### config.mk
export PLATFORM = sky130hd
export DESIGN_NAME = serial_word_loader
export DESIGN_NICKNAME = d
export VERILOG_FILES = /design/src/rtl/serial_word_loader_pkg.sv /design/src/rtl/slw_fifo.sv /design/src/rtl/serial_word_loader.sv
export SDC_FILE = /design/constraint.sdc
export NUM_CORES = 1
export LEC_CHECK = 0
export ABC_AREA = 1
export CAP_MARGIN = 20
export CORE_UTILIZATION = 55
export CTS_BUF_LIST = sky130_fd_sc_hd__clkbuf_8
export DETAILED_ROUTE_END_ITERATION = 7
export PLACE_DENSITY = 0.87
export SYNTH_ARGS = -nofsm -noshare
export SYNTH_HDL_FRONTEND = slang
export SYNTH_SLANG_ARGS = --single-unit
### constraint.sdc
create_clock -name clk -period 2.6 [get_ports clk]
set_clock_uncertainty 0.2 [all_clocks]
set_input_delay 0.52 -clock clk [delete_from_list [all_inputs] [get_ports clk]]
set_output_delay 0.52 -clock clk [all_outputs]
set_load 0.05 [all_outputs]
### src/rtl/serial_word_loader_pkg.sv
// Shared constants and sizing helpers for the serial word loader.
// SERIAL_WORD_LOADER_PARITY_EN adds a trailing odd-parity bit per frame.
package serial_word_loader_pkg;

  localparam int WIDTH_DEF = 8;
  localparam int DEPTH_DEF = 4;

  function automatic int frame_len(input int w);
`ifdef SERIAL_WORD_LOADER_PARITY_EN
    return w + 1;
`else
    return w;
`endif
  endfunction

  function automatic int ptr_w(input int d);
    return $clog2(d) + 1;
  endfunction

endpackage

### src/rtl/slw_fifo.sv
// DEPTH x WIDTH register FIFO with wrap-bit pointers.
// Push while full is only legal together with a pop.
module slw_fifo
  import serial_word_loader_pkg::*;
#(
  parameter int WIDTH = WIDTH_DEF,
  parameter int DEPTH = DEPTH_DEF,
  localparam int PW = ptr_w(DEPTH),
  localparam int AW = PW - 1
) (
  input  logic             clk,
  input  logic             rst,
  input  logic             push,
  input  logic             pop,
  input  logic [WIDTH-1:0] din,
  output logic [WIDTH-1:0] head,
  output logic             full,
  output logic             empty,
  output logic [PW-1:0]    level
);

  logic [WIDTH-1:0] mem [DEPTH];
  logic [PW-1:0]    wr;
  logic [PW-1:0]    rd;

  assign empty = (wr == rd);
  assign full  = (wr[PW-1] != rd[PW-1]) &&
                 (wr[AW-1:0] == rd[AW-1:0]);
  assign level = wr - rd;
  assign head  = empty ? '0 : mem[rd[AW-1:0]];

  always_ff @(posedge clk or negedge rst) begin
    if (!rst) begin
      wr <= '0;
      rd <= '0;
      for (int i = 0; i < DEPTH; i++) mem[i] <= '0;
    end else begin
      if (push) begin
        mem[wr[AW-1:0]] <= din;
        wr <= wr + 1'b1;
      end
      if (pop && !empty) rd <= rd + 1'b1;
    end
  end

endmodule

### src/rtl/serial_word_loader.sv
// LSB-first serial deserialiser feeding a small word FIFO.
// Parity checking is enabled by SERIAL_WORD_LOADER_PARITY_EN.
module serial_word_loader
  import serial_word_loader_pkg::*;
#(
  parameter int WIDTH = WIDTH_DEF,
  parameter int DEPTH = DEPTH_DEF,
  localparam int PW = ptr_w(DEPTH)
) (
  input  logic             clk,
  input  logic             rst,
  input  logic             ser_in,
  input  logic             ser_valid,
  input  logic             clr,
  output logic [WIDTH-1:0] word_out,
  output logic             word_valid,
  input  logic             word_ready,
  output logic [PW-1:0]    fill_level,
  output logic             overflow,
  output logic             parity_err
);

  localparam int FL = frame_len(WIDTH);
  localparam int CW = $clog2(FL);
  localparam logic [CW-1:0] LAST = CW'(FL - 1);

  logic [CW-1:0] bit_cnt;
  logic [FL-1:0] sr;
  logic [FL-1:0] sr_next;
  logic          done;
  logic          par_ok;
  logic          push_req;
  logic          push;
  logic          pop;
  logic          full;
  logic          empty;

  always_comb begin
    sr_next = sr;
    sr_next[bit_cnt] = ser_in;
  end

  assign done = ser_valid && (bit_cnt == LAST);

`ifdef SERIAL_WORD_LOADER_PARITY_EN
  assign par_ok = ^sr_next;
`else
  assign par_ok = 1'b1;
`endif

  assign pop        = word_valid && word_ready;
  assign push_req   = done && !clr && par_ok;
  assign push       = push_req && (!full || pop);
  assign word_valid = !empty;

  always_ff @(posedge clk or negedge rst) begin
    if (!rst) begin
      bit_cnt  <= '0;
      sr       <= '0;
      overflow <= 1'b0;
    end else if (clr) begin
      bit_cnt  <= '0;
      sr       <= '0;
      overflow <= 1'b0;
    end else begin
      if (ser_valid) begin
        sr      <= sr_next;
        bit_cnt <= done ? '0 : bit_cnt + 1'b1;
      end
      if (push_req && full && !pop) overflow <= 1'b1;
    end
  end

`ifdef SERIAL_WORD_LOADER_PARITY_EN
  always_ff @(posedge clk or negedge rst) begin
    if (!rst) parity_err <= 1'b0;
    else if (clr) parity_err <= 1'b0;
    else if (done && !par_ok) parity_err <= 1'b1;
  end
`else
  assign parity_err = 1'b0;
`endif

  slw_fifo #(
    .WIDTH(WIDTH),
    .DEPTH(DEPTH)
  ) u_fifo (
    .clk  (clk),
    .rst  (rst),
    .push (push),
    .pop  (pop),
    .din  (sr_next[WIDTH-1:0]),
    .head (word_out),
    .full (full),
    .empty(empty),
    .level(fill_level)
  );

endmodule
==> flow_summary.ini <==
[run_status]
run_status = finished with violations
failed_checks = hold timing

[floorplanning]
core-area_um2 = 4504
die_h_um = 71.46
initial_utilization_pct = 58.92
io_pins = 20
die_width_um = 71.46
rows = 24
die_area_um2 = 5107

[sta]
finalSetupTns_ns = 0
timing.slew.headroom_pct = 62.78
hold_viol = 16
period_share_pct = 98.23
finalSetupViolations = 0
tightest_slew_ns = 0.5583
holdWs_ns = -0.01090
setup_slack_ns = 0.04592
clock.fmax_mhz = 391.5
layout_min_cycle_time_ns = 2.554
finalMaxSlewViolations = 0

[finish]
area_growth_pct = 24.33
layout_common_cells = nand2_1 (119), dfrtp_1 (49), nand3_1 (46), nor2_1 (35), o21ai_0 (22)
insertedDiodeCount = 0
nNetsFinal = 381
layout_commonest_cell = nand2_1
layout-drive-gt1-share_pct = 15.89
final_core_util_pct = 73.25

[clock_tree]
tritoncts = done
holdBufCountCts = 0
numCtsBuffers = 5
clk_latency_ns = 0.31
clk_pin_slew_worst_paths_ns = 0.09
clockRootBuffer = clkbuf_8
max-clock-path-buffers = 2
clkSinkCount = 50
htree_num_levels = 2

[critical_path]
slowest_stage = dfrtp_2
required_ns = 1.88
endpoint_kind = output port
crit_top_cell = buf_12
setup.worst_path.start_class = register
critPathMaxFanout = 9
crit_type = reg2out
cp_num_buf_inv = 5
path_cells = clkinv_8, ha_4, nand2_2, inv_2, nand3_4, clkinvlp_4, buf_12, a21oi_4, buf_12
slowest_delay_ns = 0.43
cp_top_family = buffers and inverters
crit_arrival_ns = 1.83

[detailed_routing]
wl_per_cell_um = 16.58
drc = 0
wl_um = 6914
drt_iter0_markers = 335
dr.pass1.iters = 5
ant_nets = 0
dr_total_vias = 2471
viasPerCell = 5.926

[power_and_ir_drop]
switching_power_uw = 1350
swShare_pct = 41.66
power_uw = 3240
p_per_area_nw_per_um2 = 982.1
p_clk_share_pct = 17.1
p_leak_uw = 0.001658
p_seq_share_pct = 26.4
share_comb_of_total_power_pct = 56.5
ir_drop_v = 0.0005166
power.internal_uw = 1890

[global_routing]
grt_pass1_vias = 2358
grt_pass1_wl_um = 11270
grt_max_degree = 36
antenna_found_initial = 0
grt_usage_pct = 29.40
globalRouteOverflowTotal = 0

[yosys]
synth_nets = 360
ys_seq_area_share_pct = 47.15
yosys.area.top_type = dfrtp_1
ys_types = 23
netlist.area_leader.share_pct = 47.15
syn_inst = 344
syn_avg_cell_area_um2 = 7.715
synth_area_leaders = dfrtp_1 (47%), nand2_1 (17%), nand3_1 (8.9%), nor2_1 (5.0%), ha_1 (4.2%)
ys_warn_count = 0
netlist_area_um2 = 2654
ys_seq_elements = 50

[job]
timing.max_cap.violations = 0

[worst_hold_path]
hold_path.class = in2async

[place]
place.gp.congestion = 0.9296
dp_hpwl_um = 4701
dp_worst_setup_slack_ns = 0.08640
port_buffers = 18
==> layer usage <==
layer	GRT usage, %	up-vias	part of all wire [%]
met5	0	-	0
met4	14.60	0	3.8
met3	4.641	24	7.1
met2	47.94	137	49
met1	38.53	1166	40
li1	-	1144	-
==> kinds of logic (layout without fill, tap and decap cells) <==
logic type                 count (synthesis)  after routing  synth area share (%)
other                                      1              1                0.1413
DFF                                       50             50                 47.15
xor gates and xnor gates                   4              4                 1.320
AOI/OAI and AO/OA                         32             32                 6.459
buffers and inverters                     35             56                 6.459
adders and majority gates                 10             10                 4.998
and+or+nand+nor                          212            212                 33.48
==> final cells by class <==
| type | instances | area (um^2) |
|---|---|---|
| Clock buffer | 6 | 82.58 |
| Clock inverter | 1 | 30.03 |
| Fill cell | 317 | 1205 |
| Inverter | 19 | 87.58 |
| Multi-Input combinational cell | 259 | 1371 |
| Sequential cell | 50 | 1252 |
| Tap cell | 52 | 65.06 |
| Timing Repair Buffer | 30 | 410.4 |
==> metrics by stage <==
stage                     instance area (um^2)  instances
after floorplan                           2794        344
after global placement                    3128        407
after detailed placement                  3128        407
after CTS                                 3269        415
after global routing                      3299        417
final                                     3299        417
==> power groups by stage <==
stage,Combinational [uW],Sequential (uW),Clock (uW)
detailed placement,1750,865,0
finish,1830,856,554
global placement,1720,862,0
global route,1930,862,594
floorplan,1070,846,0
CTS,1790,851,561
==> state kept, by name (all words and copies together) (netlist names) <==
register / flops
u_fifo.mem: 32
sr: 8
bit_cnt: 3
u_fifo.rd: 3
u_fifo.wr: 3
overflow: 1
==> synthesized netlist by cell type <==
library cell / number
nand2_1: 120
dfrtp_1: 50
nand3_1: 47
nor2_1: 35
o21ai_0: 22
inv_1: 15
buf_2: 11
a21oi_1: 9
ha_1: 9
nand4_1: 6
buf_6: 3
xor2_1: 3
clkinv_1: 2
inv_2: 2
nand2_2: 2
a21oi_4: 1
buf_4: 1
clkbuf_1: 1
conb_1: 1
fa_1: 1
nand3_2: 1
nor2_4: 1
xnor2_1: 1
==> timing repair <==
action / 4_1_cts / 5_1_grt
pin swaps: 1 / 0
endpoints found under the setup margin: 9 / 9
buffers inserted: 1 / 2
resized for setup: 3 / 2
gates cloned: 0 / 0
==> worst paths after layout <==
check	slack, ns	to	cells past startpoint	from
setup / recovery	0.05	word_out[3]	9	u_fifo.rd[1]
hold / removal	-0.01	u_fifo.rd[0]	1	rst
setup reg to reg	0.45	u_fifo.mem[20]	8	u_fifo.rd[1]
hold reg to reg	0.29	u_fifo.mem[24]	2	u_fifo.mem[24]
max in group asynchronous	1.60	u_fifo.rd[1]	2	rst
min in group clk	0.29	u_fifo.mem[24]	2	u_fifo.mem[24]
(Power assumes the default switching activity.)
